File: src/rtl/fir_pkg.sv
// Shared FIR datapath helpers: width/latency derivations and the tag type
// carried alongside multiplier products.
package fir_pkg;

  // Latency of the 2x2 leaf multiplier at the bottom of the recursive multiplier.
  localparam int BASE_MUL_LATENCY = 1;

  // Operand width used when a block is not given its own.
  localparam int DEFAULT_BITWIDTH_INPUT = 16;

  // Tag that travels through the delay line next to the multiplier.
  typedef struct packed {
    logic valid;
    logic last;
  } tag_t;

  function automatic int clog2(input int value);
    int r;
    r = 0;
    for (int i = 0; i < 31; i++) begin
      if ((1 << i) < value) r = i + 1;
    end
    return r;
  endfunction

  // Sum width: one full product plus headroom for every tap of a sample.
  function automatic int acc_width(input int bitwidth, input int num_taps);
    return 2 * bitwidth + clog2(num_taps);
  endfunction

  // Each recursion level above 2 bits adds two register stages.
  function automatic int mul_latency(input int bitwidth);
    int levels;
    levels = clog2(bitwidth) - 1;
    return ((levels > 0) ? 2 * levels : 0) + BASE_MUL_LATENCY;
  endfunction

endpackage

File: src/rtl/fir_tap_accumulator_if.sv
// Tap issue / product / finished-sum signals between the FIR tap accumulator
// and its neighbours (tap sequencer, multiplier, downstream consumer).
interface fir_tap_accumulator_if
  import fir_pkg::*;
#(
  parameter int BITWIDTH_INPUT = DEFAULT_BITWIDTH_INPUT,
  parameter int NUM_TAPS       = 8
);
  localparam int ACC_WIDTH = acc_width(BITWIDTH_INPUT, NUM_TAPS);

  logic                        in_valid;
  logic                        in_last;
  logic                        in_ready;
  logic [2*BITWIDTH_INPUT-1:0] q;
  logic                        out_valid;
  logic                        out_ready;
  logic [ACC_WIDTH-1:0]        out_sum;
  logic                        tap_err;

  modport master (
    output in_valid, in_last, q, out_ready,
    input  in_ready, out_valid, out_sum, tap_err
  );

  modport slave (
    input  in_valid, in_last, q, out_ready,
    output in_ready, out_valid, out_sum, tap_err
  );
endinterface

File: src/rtl/sync_fifo_fwft.sv
// First-word fall-through FIFO: the head entry is visible on data_o whenever
// the FIFO is not empty. Storage is not reset; data_o reads zero while empty.
module sync_fifo_fwft
  import fir_pkg::*;
#(
  parameter int WIDTH = 8,
  parameter int DEPTH = 2
) (
  input  logic             clk,
  input  logic             rstn,
  input  logic             push_i,
  input  logic [WIDTH-1:0] data_i,
  input  logic             pop_i,
  output logic [WIDTH-1:0] data_o,
  output logic             empty_o,
  output logic             full_o
);
  localparam int AW   = (DEPTH > 1) ? clog2(DEPTH) : 1;
  localparam int CNTW = clog2(DEPTH) + 1;
  localparam logic [CNTW-1:0] CNT_FULL = CNTW'(DEPTH);

  logic [WIDTH-1:0] mem_q [DEPTH];
  logic [AW-1:0]    wr_q, wr_d, rd_q, rd_d;
  logic [CNTW-1:0]  cnt_q, cnt_d;
  logic             do_push, do_pop;

  function automatic logic [AW-1:0] ptr_inc(input logic [AW-1:0] p);
    return (p == AW'(DEPTH - 1)) ? '0 : p + 1'b1;
  endfunction

  assign empty_o = (cnt_q == '0);
  assign full_o  = (cnt_q == CNT_FULL);
  // A pop frees the slot in the same cycle, so push-and-pop while full is fine.
  assign do_pop  = pop_i & ~empty_o;
  assign do_push = push_i & (~full_o | do_pop);
  assign data_o  = empty_o ? '0 : mem_q[rd_q];

  // Next pointers and occupancy from this cycle's push/pop.
  always_comb begin
    wr_d  = wr_q;
    rd_d  = rd_q;
    cnt_d = cnt_q;
    if (do_push) wr_d = ptr_inc(wr_q);
    if (do_pop)  rd_d = ptr_inc(rd_q);
    case ({do_push, do_pop})
      2'b10:   cnt_d = cnt_q + 1'b1;
      2'b01:   cnt_d = cnt_q - 1'b1;
      default: cnt_d = cnt_q;
    endcase
  end

  // Entry storage; written only, never cleared.
  always_ff @(posedge clk) begin
    if (do_push) mem_q[wr_q] <= data_i;
  end

  // Pointer and occupancy registers.
  always_ff @(posedge clk) begin
    if (!rstn) begin
      wr_q  <= '0;
      rd_q  <= '0;
      cnt_q <= '0;
    end else begin
      wr_q  <= wr_d;
      rd_q  <= rd_d;
      cnt_q <= cnt_d;
    end
  end
endmodule

File: src/rtl/fir_tap_accumulator.sv
// Sums the multiplier products of one output sample's taps. Valid/last tags
// ride a delay line matched to the multiplier latency; finished sums go into
// a small FWFT FIFO whose slots are reserved by credits at issue time, so the
// non-stallable multiplier pipeline never meets a full FIFO.
module fir_tap_accumulator
  import fir_pkg::*;
#(
  parameter int BITWIDTH_INPUT = DEFAULT_BITWIDTH_INPUT,
  parameter int NUM_TAPS       = 8,
  parameter int MUL_LATENCY    = mul_latency(BITWIDTH_INPUT),
  parameter int FIFO_DEPTH     = 2
) (
  input logic                  clk,
  input logic                  rstn,
  fir_tap_accumulator_if.slave bus
);
  localparam int ACC_WIDTH = acc_width(BITWIDTH_INPUT, NUM_TAPS);
  localparam int TCW       = clog2(NUM_TAPS) + 1;
  localparam int CW        = clog2(FIFO_DEPTH) + 1;
  localparam logic [TCW-1:0] TC_MAX  = TCW'(NUM_TAPS);
  localparam logic [TCW-1:0] TC_LAST = TCW'(NUM_TAPS - 1);
  localparam logic [CW-1:0]  CR_FULL = CW'(FIFO_DEPTH);

  tag_t                 tag_q [MUL_LATENCY];
  tag_t                 tag_in_d;
  logic                 acc_in, p_valid, p_last;
  logic [ACC_WIDTH-1:0] acc_q, acc_d, sum;
  logic                 first_q, first_d;
  logic [TCW-1:0]       tcnt_q, tcnt_d;
  logic                 err_q, err_d;
  logic [CW-1:0]        credit_q, credit_d;
  logic                 push, pop;
  logic                 fifo_empty, fifo_full;
  logic [ACC_WIDTH-1:0] fifo_data;

  assign acc_in   = bus.in_valid & bus.in_ready;
  assign tag_in_d = '{valid: acc_in, last: acc_in & bus.in_last};
  assign p_valid  = tag_q[MUL_LATENCY-1].valid;
  assign p_last   = tag_q[MUL_LATENCY-1].last;
  assign pop      = ~fifo_empty & bus.out_ready;

  assign bus.in_ready  = (credit_q != '0);
  assign bus.out_valid = ~fifo_empty;
  assign bus.out_sum   = fifo_data;
  assign bus.tap_err   = err_q;

  // Tag delay line; clearing it on reset drops products still in the multiplier.
  always_ff @(posedge clk) begin
    if (!rstn) begin
      for (int i = 0; i < MUL_LATENCY; i++) tag_q[i] <= '0;
    end else begin
      tag_q[0] <= tag_in_d;
      for (int i = 1; i < MUL_LATENCY; i++) tag_q[i] <= tag_q[i-1];
    end
  end

  // Running sum; the first tap of a group restarts from zero via 'first'.
  always_comb begin
    sum     = (first_q ? '0 : acc_q) + ACC_WIDTH'(bus.q);
    acc_d   = acc_q;
    first_d = first_q;
    push    = 1'b0;
    if (p_valid) begin
      first_d = p_last;
      push    = p_last;
      acc_d   = p_last ? '0 : sum;
    end
  end

  // Tap count per group and the sticky count-error flag.
  always_comb begin
    tcnt_d = tcnt_q;
    err_d  = err_q;
    if (p_valid) begin
      if (p_last) begin
        tcnt_d = '0;
        if (tcnt_q != TC_LAST) err_d = 1'b1;
      end else begin
        if (tcnt_q != TC_MAX)  tcnt_d = tcnt_q + 1'b1;
        if (tcnt_q == TC_LAST) err_d  = 1'b1;
      end
    end
  end

  // Credits: a slot is reserved when a group's last tap is issued.
  always_comb begin
    credit_d = credit_q;
    case ({acc_in & bus.in_last, pop})
      2'b10:   credit_d = credit_q - 1'b1;
      2'b01:   credit_d = credit_q + 1'b1;
      default: credit_d = credit_q;
    endcase
  end

  // Accumulator, counter, flag and credit registers.
  always_ff @(posedge clk) begin
    if (!rstn) begin
      acc_q    <= '0;
      first_q  <= 1'b1;
      tcnt_q   <= '0;
      err_q    <= 1'b0;
      credit_q <= CR_FULL;
    end else begin
      acc_q    <= acc_d;
      first_q  <= first_d;
      tcnt_q   <= tcnt_d;
      err_q    <= err_d;
      credit_q <= credit_d;
    end
  end

  sync_fifo_fwft #(
    .WIDTH (ACC_WIDTH),
    .DEPTH (FIFO_DEPTH)
  ) u_fifo (
    .clk     (clk),
    .rstn    (rstn),
    .push_i  (push),
    .data_i  (sum),
    .pop_i   (pop),
    .data_o  (fifo_data),
    .empty_o (fifo_empty),
    .full_o  (fifo_full)
  );

  // Credit reservation makes a push into a full, non-draining FIFO impossible.
  push_while_full_a : assert property (@(posedge clk) disable iff (!rstn)
    !(push && fifo_full && !pop));
endmodule

File: src/flat_wrapper.sv
// flat-port wrapper written by rule: the top's interface ports become plain ports
module fir_tap_accumulator_flat import fir_pkg::*;
#(
  parameter int BITWIDTH_INPUT = DEFAULT_BITWIDTH_INPUT,
  parameter int NUM_TAPS       = 8,
  parameter int MUL_LATENCY    = mul_latency(BITWIDTH_INPUT),
  parameter int FIFO_DEPTH     = 2
)
  (clk, rstn, bus_in_valid, bus_in_last, bus_q, bus_out_ready, bus_in_ready, bus_out_valid, bus_out_sum, bus_tap_err);
  fir_tap_accumulator_if #(.BITWIDTH_INPUT(BITWIDTH_INPUT), .NUM_TAPS(NUM_TAPS)) bus_i ();
  input logic clk;
  input logic rstn;
  input wire logic [$bits(bus_i.in_valid)-1:0] bus_in_valid;
  input wire logic [$bits(bus_i.in_last)-1:0] bus_in_last;
  input wire logic [$bits(bus_i.q)-1:0] bus_q;
  input wire logic [$bits(bus_i.out_ready)-1:0] bus_out_ready;
  output wire logic [$bits(bus_i.in_ready)-1:0] bus_in_ready;
  output wire logic [$bits(bus_i.out_valid)-1:0] bus_out_valid;
  output wire logic [$bits(bus_i.out_sum)-1:0] bus_out_sum;
  output wire logic [$bits(bus_i.tap_err)-1:0] bus_tap_err;
  assign bus_i.in_valid = bus_in_valid;
  assign bus_i.in_last = bus_in_last;
  assign bus_i.q = bus_q;
  assign bus_i.out_ready = bus_out_ready;
  assign bus_in_ready = bus_i.in_ready;
  assign bus_out_valid = bus_i.out_valid;
  assign bus_out_sum = bus_i.out_sum;
  assign bus_tap_err = bus_i.tap_err;
  fir_tap_accumulator #(.BITWIDTH_INPUT(BITWIDTH_INPUT), .NUM_TAPS(NUM_TAPS), .MUL_LATENCY(MUL_LATENCY), .FIFO_DEPTH(FIFO_DEPTH)) u_core (.clk(clk), .rstn(rstn), .bus(bus_i));
endmodule
File: config.mk
export PLATFORM = sky130hd
export DESIGN_NAME = fir_tap_accumulator_flat
export DESIGN_NICKNAME = d
export VERILOG_FILES = /design/src/rtl/fir_pkg.sv /design/src/rtl/fir_tap_accumulator_if.sv /design/src/rtl/sync_fifo_fwft.sv /design/src/rtl/fir_tap_accumulator.sv /design/src/flat_wrapper.sv
export SDC_FILE = /design/constraint.sdc
export NUM_CORES = 1
export LEC_CHECK = 0
export BUFFER_PORTS_ARGS = -buffer_cell sky130_fd_sc_hd__buf_2
export CAP_MARGIN = 20
export CORE_ASPECT_RATIO = 0.9
export CORE_MARGIN = 4
export CORE_UTILIZATION = 61
export CTS_BUF_LIST = sky130_fd_sc_hd__clkbuf_4 sky130_fd_sc_hd__clkbuf_8
export CTS_CLUSTER_DIAMETER = 100
export DETAILED_ROUTE_END_ITERATION = 10
export HOLD_SLACK_MARGIN = 0.02
export PLACE_DENSITY = 0.82
export SYNTH_ARGS = -nofsm -noshare
export SYNTH_HDL_FRONTEND = slang
export SYNTH_SLANG_ARGS = --single-unit
File: constraint.sdc
create_clock -name clk -period 3.7 [get_ports clk]
set_input_delay 0.555 -clock clk [delete_from_list [all_inputs] [get_ports clk]]
set_output_delay 0.555 -clock clk [all_outputs]
set_load 0.005 [all_outputs]
==> flow_summary.json, run 1 <==
{
  "syn_avg_cell_area_sq_um": 10.34,
  "skew_ps": 14.16,
  "drt_first_pass_iters": 5,
  "post_cts_buffers": 0,
  "period_minus_slack_ps": 3262,
  "area_growth_pct": 13.15,
  "final_area_sq_um": 7848,
  "final-setup-viol-count": 0,
  "slowest_delay_ps": 600,
  "end_kind": "flip-flop",
  "ys_top_cells_by_area": "edfxtp_1 (30%), dfxtp_1 (18%), ha_1 (6.5%), mux2i_1 (5.3%), nor2b_1 (4.6%)",
  "p_leak_uw": 0.003110,
  "ys_warn_count": 0,
  "path_clk_slew_ps": 70,
  "slowest_stage": "dfxtp_2",
  "pwr-share-clk": 0.418,
  "numCtsBuffers": 17,
  "yosys-top-cells-count": "edfxtp_1 (70), nor2_1 (67), dfxtp_1 (62)",
  "grt_use_total": 0.2379,
  "wl_mm": 15.12,
  "die_w_microns": 120.4,
  "start_util": 0.6310,
  "run_status": "complete, no violations",
  "core_area_sq_um": 10990,
  "ctsHoldBuffers": 0,
  "path_cells": "buf_4, nor2b_1, ha_1, a21o_1, a21o_1, a21oi_1, nor2b_1, o21ai_0, a21oi_1, a21oi_1, xnor2_1",
  "async_flop_share": 0,
  "syn_nets": 745,
  "synth-edff-count": 70,
  "hold_viol": 0,
  "slew_viol_final": 0,
  "routed_via_density": 5.734,
  "yosysTopAreaCell": "edfxtp_1",
  "seq_area_frac_synth": 0.4820,
  "syn-instance-count": 671,
  "core.rowCount": 36,
  "grt_max_degree": 42,
  "max_freq_mhz": 306.6,
  "pwr-share-comb": 0.049,
  "io_pins": 75,
  "final.setup.tns_ps": 0,
  "critPathKind": "reg2reg",
  "antenna_found_initial": 0,
  "min_period_over_period": 0.8816,
  "cp_common_cell": "a21oi_1",
  "grt-ovfl-total": 0,
  "h-tree-depth": 4,
  "first_iter_violations": 315,
  "cts_tree": "yes",
  "drc": 0,
  "cts_sinks": 132,
  "antennaDiodeCount": 0,
  "clk_latency_ps": 460,
  "cp.arrival_ps": 3500,
  "power.internal_uw": 2260,
  "vias": 5189,
  "die_h_microns": 109.2,
  "synth_cell_types": 61,
  "port_buffers": 74,
  "place_area_sq_um": 7431,
  "syn_area_sq_um": 6935,
  "dieArea_sq_um": 13140,
  "clock_tree.root_cell": "clkbuf_8",
  "grt_pass1_vias": 5083,
  "wire_per_inst_microns": 16.70,
  "gp_congestion": 0.9314,
  "yosysTopAreaCellShare": 0.3031,
  "crit_buf_inv": 1,
  "drv_cap": 0,
  "ir_drop_uv": 367.5,
  "ys_ff_latch": 132,
  "hpwl_mm": 10.51,
  "final_nets": 814,
  "worst_pin_slew_ps": 972.7,
  "synthFlopType": "edfxtp_1",
  "crit_fanout": 19,
  "worst_hold_slack_ps": 339.0,
  "max_slew_margin": 0.3515,
  "sw_frac_of_total": 0.2213,
  "layout-drive-gt1-share": 0.1753,
  "hold_path_class": "in2reg",
  "rsz0062_at_grt": "no",
  "worstSetupStartpointType": "flip-flop",
  "max-clock-path-buffers": 2,
  "postRouteAntennaNets": 0,
  "cp.required_ps": 3940,
  "p_per_area_nw_per_um2": 369.9,
  "p_sw_uw": 642.3,
  "seqPwrFrac": 0.533,
  "grt_pass1_wl_mm": 24.48,
  "synth.most_common_cell": "edfxtp_1",
  "cp_top_family": "compound AO/OA/AOI/OAI gates"
}
[layout by cell type (no fill, tap or decap), types with 5 or more instances in the layout]
cell / n
buf_2: 74
edfxtp_1: 70
nor2_1: 64
dfxtp_1: 60
nor2b_1: 51
mux2i_1: 37
nand2_1: 36
ha_1: 36
a21oi_1: 35
and2_1: 27
xnor2_1: 25
o21ai_0: 19
a22o_1: 19
clkbuf_8: 19
inv_1: 18
a21o_1: 11
xor2_1: 11
a22oi_1: 11
nand3_1: 10
nand4_1: 9
o21a_1: 9
buf_4: 9
nor3_1: 6
and3_1: 6
o21bai_1: 6
a31oi_1: 5
[layout make-up]
class	instances	area, sq um
multi-input cells	486	3387
clock inverters	9	103.9
well taps	152	190.2
clock buffers	23	291.5
flip-flops and latches	132	3346
fillers	854	3143
repair buffers	84	457.9
inverters	19	71.32
[power groups by stage]
| stage | clock [uW] | combinational (uW) | sequential (uW) |
|---|---|---|---|
| after floorplan | 0 | 93.6 | 1580 |
| after global placement | 0 | 134 | 1580 |
| after detailed placement | 0 | 140 | 1580 |
| after CTS | 1230 | 141 | 1550 |
| after global routing | 1290 | 156 | 1550 |
| final | 1210 | 142 | 1550 |
[per-layer routing]
| layer | vias up | routed length, microns | track usage |
|---|---|---|---|
| met5 | - | 0 | 0 |
| met4 | 0 | 264 | 0.09709 |
| met3 | 24 | 904 | 0.05550 |
| met2 | 181 | 7020 | 0.3821 |
| met1 | 2440 | 6927 | 0.3133 |
| li1 | 2544 | - | - |
[path summary, 6_finish.rpt]
| kind | startpoint | endpoint | slack [ps] | depth (start not counted) |
|---|---|---|---|---|
| max reg2reg | u_core.first_q | u_core.u_fifo.mem_q[0][34] | 440 | 11 |
| min reg2reg | u_core.tag_q[2][3] | u_core.tag_q[3][1] | 430 | 1 |
| max | u_core.first_q | u_core.u_fifo.mem_q[0][34] | 440 | 11 |
| min | bus_in_valid | u_core.tag_q[0][1] | 340 | 2 |
[cell families after synthesis]
logic type / share of synthesized area
simple gates: 0.1737
fa+ha+maj: 0.06783
flops: 0.4820
buf+inv: 0.03211
mux: 0.05340
compound gates: 0.1454
xor+xnor: 0.04546
[state kept, by name, summed over array words and instances (netlist names), named ones only]
signal and cells:
u_core.u_fifo.rd_q 1, u_core.u_fifo.wr_q 1, u_core.u_fifo.cnt_q 2, u_core.bus.tap_err 1, u_core.u_fifo.mem_q 70, u_core.first_q 1
u_core.tag_q 14, u_core.tcnt_q 4, u_core.credit_q 2, u_core.acc_q 35
[timing repair]
item / in CTS / in global routing
endpoints found under the setup margin: 0 / 6
gates resized for setup: 0 / 1
hold endpoints to repair: 0 / 0
[stage by stage]
step | total power, uW | worst slack [ps] | utilization | cells
global route | 2993 | 205.9 | 0.7140 | 905
detailed placement | 1721 | 316.5 | 0.6761 | 872
finish | 2903 | 438.1 | 0.7140 | 905
floorplan | 1673 | 788.1 | - | 671
CTS | 2920 | 249.9 | 0.7121 | 904
global placement | 1714 | 465.4 | 0.6761 | 872
(Power assumes the default switching activity.)
==> inputs of run 2 (changes only) <==
--- a/config.mk
+++ b/config.mk
@@ -7,14 +7,16 @@
 export LEC_CHECK = 0
 export BUFFER_PORTS_ARGS = -buffer_cell sky130_fd_sc_hd__buf_2
 export CAP_MARGIN = 20
+export CELL_PAD_IN_SITES_DETAIL_PLACEMENT = 0
+export CELL_PAD_IN_SITES_GLOBAL_PLACEMENT = 1
 export CORE_ASPECT_RATIO = 0.9
 export CORE_MARGIN = 4
-export CORE_UTILIZATION = 61
+export CORE_UTILIZATION = 48
 export CTS_BUF_LIST = sky130_fd_sc_hd__clkbuf_4 sky130_fd_sc_hd__clkbuf_8
 export CTS_CLUSTER_DIAMETER = 100
 export DETAILED_ROUTE_END_ITERATION = 10
 export HOLD_SLACK_MARGIN = 0.02
-export PLACE_DENSITY = 0.82
+export PLACE_DENSITY_LB_ADDON = 0.1
 export SYNTH_ARGS = -nofsm -noshare
 export SYNTH_HDL_FRONTEND = slang
 export SYNTH_SLANG_ARGS = --single-unit
==> run 2 against run 1 <==
Compared with the run above:
- sequential power hardly changed
- cell count is 4.8% higher
- routed wire length is 4.1% higher
- global-route usage is 3.9 points lower
- clock power is 4% lower
- critical path type unchanged
- largest cell class unchanged
==> flow_summary.json, run 2 (synthesis results as in run 1) <==
{
  "run_status": "complete, no violations",
  "slowest_delay_ps": 620,
  "r2r_setup_slack_ps": 350,
  "slew_viol_final": 0,
  "antennaDiodeCount": 0,
  "final_nets": 816,
  "r2r-end": "u_core.u_fifo.mem_q[0][34]",
  "hold_viol": 0,
  "core.rowCount": 41,
  "layout-drive-gt1-share": 0.1735,
  "numCtsBuffers": 17,
  "p_per_area_nw_per_um2": 361.0,
  "multi_input_area_sq_um": 3390,
  "max-clock-path-buffers": 2,
  "h-tree-depth": 4,
  "crit_path_start": "u_core.first_q",
  "final_area_sq_um": 7883,
  "period_minus_slack_ps": 3353,
  "rr_startpoint": "u_core.first_q",
  "place_area_sq_um": 7507,
  "nFillCells": 1265,
  "gp_congestion": 0.8982,
  "crit_path_end": "u_core.u_fifo.mem_q[0][34]",
  "grt_pass1_vias": 4983,
  "dieArea_sq_um": 16440,
  "routed_via_density": 5.385,
  "critPathKind": "reg2reg",
  "die_w_microns": 134.7,
  "ff2ff_path_depth": 11,
  "rsz0062_at_grt": "no",
  "io_pins": 75,
  "worst_pin_slew_ps": 729.0,
  "grt_pass1_wl_mm": 25.33,
  "final_util": 0.5588,
  "drc": 0,
  "grt-ovfl-total": 0,
  "worstSetupStartpointType": "flip-flop",
  "clk_latency_ps": 440,
  "grt_max_degree": 42,
  "first_iter_violations": 341,
  "hold_path_class": "in2reg",
  "path_cells": "buf_4, nor2b_1, ha_1, a21o_1, a21o_1, a21oi_1, nor2b_1, o21ai_0, a21oi_1, a21oi_1, xnor2_1",
  "die_h_microns": 122.0,
  "ir_drop_uv": 266.2,
  "final.setup.tns_ps": 0,
  "register_area_sq_um": 3344,
  "clock_tree.root_cell": "clkbuf_8",
  "port_buffers": 74,
  "cts_tree": "yes",
  "cts_sinks": 132,
  "cp.required_ps": 3940,
  "hpwl_mm": 11.09,
  "max_slew_margin": 0.5140,
  "grt_use_total": 0.1990,
  "vias": 5105,
  "final_cell_mix": "buf_2 (74), edfxtp_1 (70), nor2_1 (64), dfxtp_1 (61), nor2b_1 (50)",
  "drv_cap": 0,
  "min_period_over_period": 0.9061,
  "p_leak_uw": 0.003099,
  "antenna_found_initial": 0,
  "area_growth_pct": 13.66,
  "postRouteAntennaNets": 0,
  "reg_top3": "u_core.u_fifo.mem_q: 70 flops, u_core.acc_q: 35 flops, u_core.tag_q: 14 flops",
  "layout_commonest_cell": "buf_2",
  "max_freq_mhz": 298.3,
  "end_kind": "flip-flop",
  "wire_per_inst_microns": 16.60,
  "slowest_stage": "dfxtp_1",
  "core_area_sq_um": 14110,
  "final-setup-viol-count": 0,
  "cp_common_cell": "a21oi_1",
  "ctsHoldBuffers": 0,
  "largest_reg_flops": 70,
  "crit_fanout": 18,
  "drt_first_pass_iters": 5,
  "skew_ps": 9.401,
  "ctsResizeCount": 0,
  "cp.arrival_ps": 3590,
  "post_cts_buffers": 0,
  "path_clk_slew_ps": 80,
  "start_util": 0.4916,
  "wl_mm": 15.74,
  "top_register": "u_core.u_fifo.mem_q"
}
## run 2: cell types whose count changed in the layout (fill, tap and decap cells not counted), sizes merged
| cell | previous run | this run |
|---|---|---|
| buf | 84 | 86 |
| clkinvlp | 1 | 3 |
| clkbuf | 23 | 20 |
| clkinv | 6 | 7 |
## run 2: critical path: cells and delay by family, from the launching register on
family                     cells  cell delay, ps
and+or+nand+nor                2             260
AOI/OAI and AO/OA              6            1240
DFF                            1             620
buffers and inverters          1             340
xor gates and xnor gates       1             310
adders and majority gates      1             360
## run 2: final cells by class
type,instances,share of cell area
Clock inverter,12,0.01429
Timing Repair Buffer,86,0.05841
Sequential cell,132,0.4243
Tap cell,193,0.03063
Multi-Input combinational cell,486,0.4300
Clock buffer,20,0.03333
Inverter,19,0.009048
## run 2: stage by stage
stage,power [uW],instances,setup WS (ps),hold slack [ps]
6_report,2846,948,347.3,354.5
5_1_grt,2953,948,106.6,346.6
4_1_cts,2880,948,423.3,319.6
3_5_place_dp,1722,916,431.7,421.6
3_3_place_gp,1718,916,544.9,415.1
2_1_floorplan,1673,671,788.1,411.9
## run 2: per-layer routing
metal | global-route usage | vias up | share of wire
met5 | 0 | - | 0
met4 | 0.06616 | 0 | 0.013
met3 | 0.03551 | 17 | 0.035
met2 | 0.3278 | 92 | 0.47
met1 | 0.2670 | 2446 | 0.48
li1 | - | 2550 | -
## run 2: power by group
part	total [uW]	internal [uW]	switching (uW)
Sequential	1550	1540	4.31
Combinational	142	56.4	85.1
Clock	1160	617	539
Total	2850	2220	629
## run 2: worst min-delay path by stage
stage,startpoint,endpoint,cells after the start
floorplan,u_core.tag_q[0][0],u_core.tag_q[0][2],1
global placement,u_core.tag_q[2][3],u_core.tag_q[3][1],1
detailed placement,u_core.tag_q[1][0],u_core.tag_q[1][2],1
CTS,bus_in_valid,u_core.tag_q[0][1],2
global route,bus_in_valid,u_core.tag_q[0][1],2
finish,bus_in_valid,u_core.tag_q[0][1],2
==> inputs of run 3 (changes only) <==
--- a/config.mk
+++ b/config.mk
@@ -9,7 +9,6 @@
 export CAP_MARGIN = 20
 export CELL_PAD_IN_SITES_DETAIL_PLACEMENT = 0
 export CELL_PAD_IN_SITES_GLOBAL_PLACEMENT = 1
-export CORE_ASPECT_RATIO = 0.9
 export CORE_MARGIN = 4
 export CORE_UTILIZATION = 48
 export CTS_BUF_LIST = sky130_fd_sc_hd__clkbuf_4 sky130_fd_sc_hd__clkbuf_8
==> constraint.sdc (replaced) <==
create_clock -name clk -period 3.1 [get_ports clk]
set_input_delay 0.465 -clock clk [delete_from_list [all_inputs] [get_ports clk]]
set_output_delay 0.465 -clock clk [all_outputs]
set_load 0.005 [all_outputs]
==> run 3 against run 2 <==
Compared with the run above:
- sequential power rose by 19%
- routed wire length shrank 3.9%
- core utilization is 0.86 points higher
- cell count fell by 0.84%
- flip-flop and latch count did not move
- non-clock buffer count increased by 5
- critical path type unchanged
- setup slack got worse by 220 ps
- total power up 21%
- final area up 1.1%
- critical path depth is 1 higher
==> flow_summary.json, run 3 (synthesis results as in run 1) <==
{
  "skew_ps": 8.018,
  "antennaDiodeCount": 0,
  "end_kind": "flip-flop",
  "reg_top3": "u_core.u_fifo.mem_q: 70 flops, u_core.acc_q: 35 flops, u_core.tag_q: 14 flops",
  "vias": 5084,
  "cp.required_ps": 3440,
  "critPathKind": "reg2reg",
  "final.setup.tns_ps": 0,
  "max-clock-path-buffers": 2,
  "gp_congestion": 0.8462,
  "run_status": "complete, no violations",
  "antenna_found_initial": 0,
  "wl_mm": 15.13,
  "grt_max_degree": 37,
  "clk_latency_ps": 450,
  "grt_pass1_wl_mm": 24.45,
  "crit_fanout": 20,
  "die_h_microns": 128.2,
  "grtUsageMet3": 0.04708,
  "final-setup-viol-count": 0,
  "use_met1": 0.2436,
  "worstSetupStartpointType": "flip-flop",
  "p_leak_uw": 0.003160,
  "p_per_area_nw_per_um2": 431.2,
  "grt_busiest_layer": "met2",
  "r2r_setup_slack_ps": 130,
  "clock_tree.root_cell": "clkbuf_8",
  "rsz0062_at_grt": "no",
  "core.rowCount": 43,
  "core_area_sq_um": 14040,
  "post_cts_buffers": 0,
  "place_area_sq_um": 7566,
  "max_slew_margin": 0.3707,
  "use_met2": 0.3175,
  "h-tree-depth": 4,
  "ff2ff_path_depth": 12,
  "hold_viol": 0,
  "cts_sinks": 132,
  "routed_via_density": 5.409,
  "slew_viol_final": 0,
  "dieArea_sq_um": 16440,
  "cts_tree": "yes",
  "postRouteAntennaNets": 0,
  "first_iter_violations": 240,
  "nFillCells": 1276,
  "start_util": 0.4939,
  "min_period_over_period": 0.9585,
  "die_w_microns": 128.2,
  "hold_path_end": "u_core.tag_q[0][0]",
  "final_nets": 821,
  "rr_startpoint": "u_core.first_q",
  "layout_commonest_cell": "buf_2",
  "grt_pass1_vias": 5006,
  "io_pins": 75,
  "layout-drive-gt1-share": 0.1868,
  "top_register": "u_core.u_fifo.mem_q",
  "wire_per_inst_microns": 16.10,
  "area_growth_pct": 14.88,
  "numCtsBuffers": 17,
  "drc": 0,
  "max_freq_mhz": 336.6,
  "drt_first_pass_iters": 4,
  "drv_cap": 0,
  "grt_use_total": 0.1906,
  "ir_drop_uv": 282.9,
  "path_clk_slew_ps": 70,
  "multi_input_area_sq_um": 3397,
  "worstHoldStart": "bus_in_last",
  "r2r-end": "u_core.acc_q[28]",
  "final_area_sq_um": 7968,
  "worst_pin_slew_ps": 939.6,
  "hold_depth": 2,
  "cp.arrival_ps": 3310,
  "largest_reg_flops": 70,
  "final_cell_mix": "buf_2 (74), edfxtp_1 (70), nor2_1 (64), dfxtp_1 (61), nor2b_1 (50)",
  "grt-ovfl-total": 0,
  "period_minus_slack_ps": 2971,
  "register_area_sq_um": 3344,
  "hpwl_mm": 10.94,
  "port_buffers": 74,
  "hold_path_class": "in2reg"
}
## run 3: worst max-delay path by stage
stage | from | to | slack [ps] | cells after the start
2_1_floorplan | u_core.first_q | u_core.u_fifo.mem_q[0][27] | 190 | 12
3_3_place_gp | u_core.first_q | u_core.u_fifo.mem_q[1][34] | 210 | 12
4_1_cts | u_core.first_q | u_core.u_fifo.mem_q[0][27] | 110 | 11
6_report | u_core.first_q | u_core.acc_q[28] | 130 | 12
3_5_place_dp | u_core.first_q | u_core.u_fifo.mem_q[0][27] | 130 | 11
5_1_grt | u_core.first_q | u_core.u_fifo.mem_q[0][24] | 9 | 12
## run 3: per-layer routing
layer / share of wire / routed length [microns]
met5: 0 / 0
met4: 0.012 / 175
met3: 0.036 / 545
met2: 0.48 / 7279
met1: 0.47 / 7132
## run 3: final cells by class
cell class,count,area share
Sequential cell,132,0.4198
Tap cell,180,0.02827
Timing Repair Buffer,91,0.06721
Inverter,19,0.008951
Multi-Input combinational cell,486,0.4264
Clock inverter,10,0.01146
Clock buffer,22,0.03800
## run 3: timing repair
item,CTS,global route
hold buffers,0,0
setup endpoints to repair,0,15
resized for setup,0,3
endpoints found under the hold margin,0,0
## run 3: power by group
part	internal [uW]	switching (uW)
Combinational	69.6	99.8
Clock	746	673
Sequential	1840	5.00
Total	2660	778
## run 3: metrics by stage
stage               hold slack [ps]  total power, uW  setup WS (ps)  cells  utilization
floorplan                     411.9             1997          188.0    671            -
global placement              414.1             2052          207.1    908       0.5388
detailed placement            424.9             2056          130.1    908       0.5388
CTS                           225.0             3472          105.4    940       0.5669
global route                  236.6             3576          8.892    940       0.5674
finish                        256.2             3436          128.7    940       0.5674
## run 3: worst max-delay path: stages (launching register included)
cell and delay, ps:
dfxtp_1 380, buf_12 170, nor2b_1 60, ha_1 200
fa_1 410, a21oi_1 250, o311a_4 220, nor4b_4 60
o21bai_1 250, a21oi_1 150, o21ai_0 330, xnor2_1 160
a22o_1 210
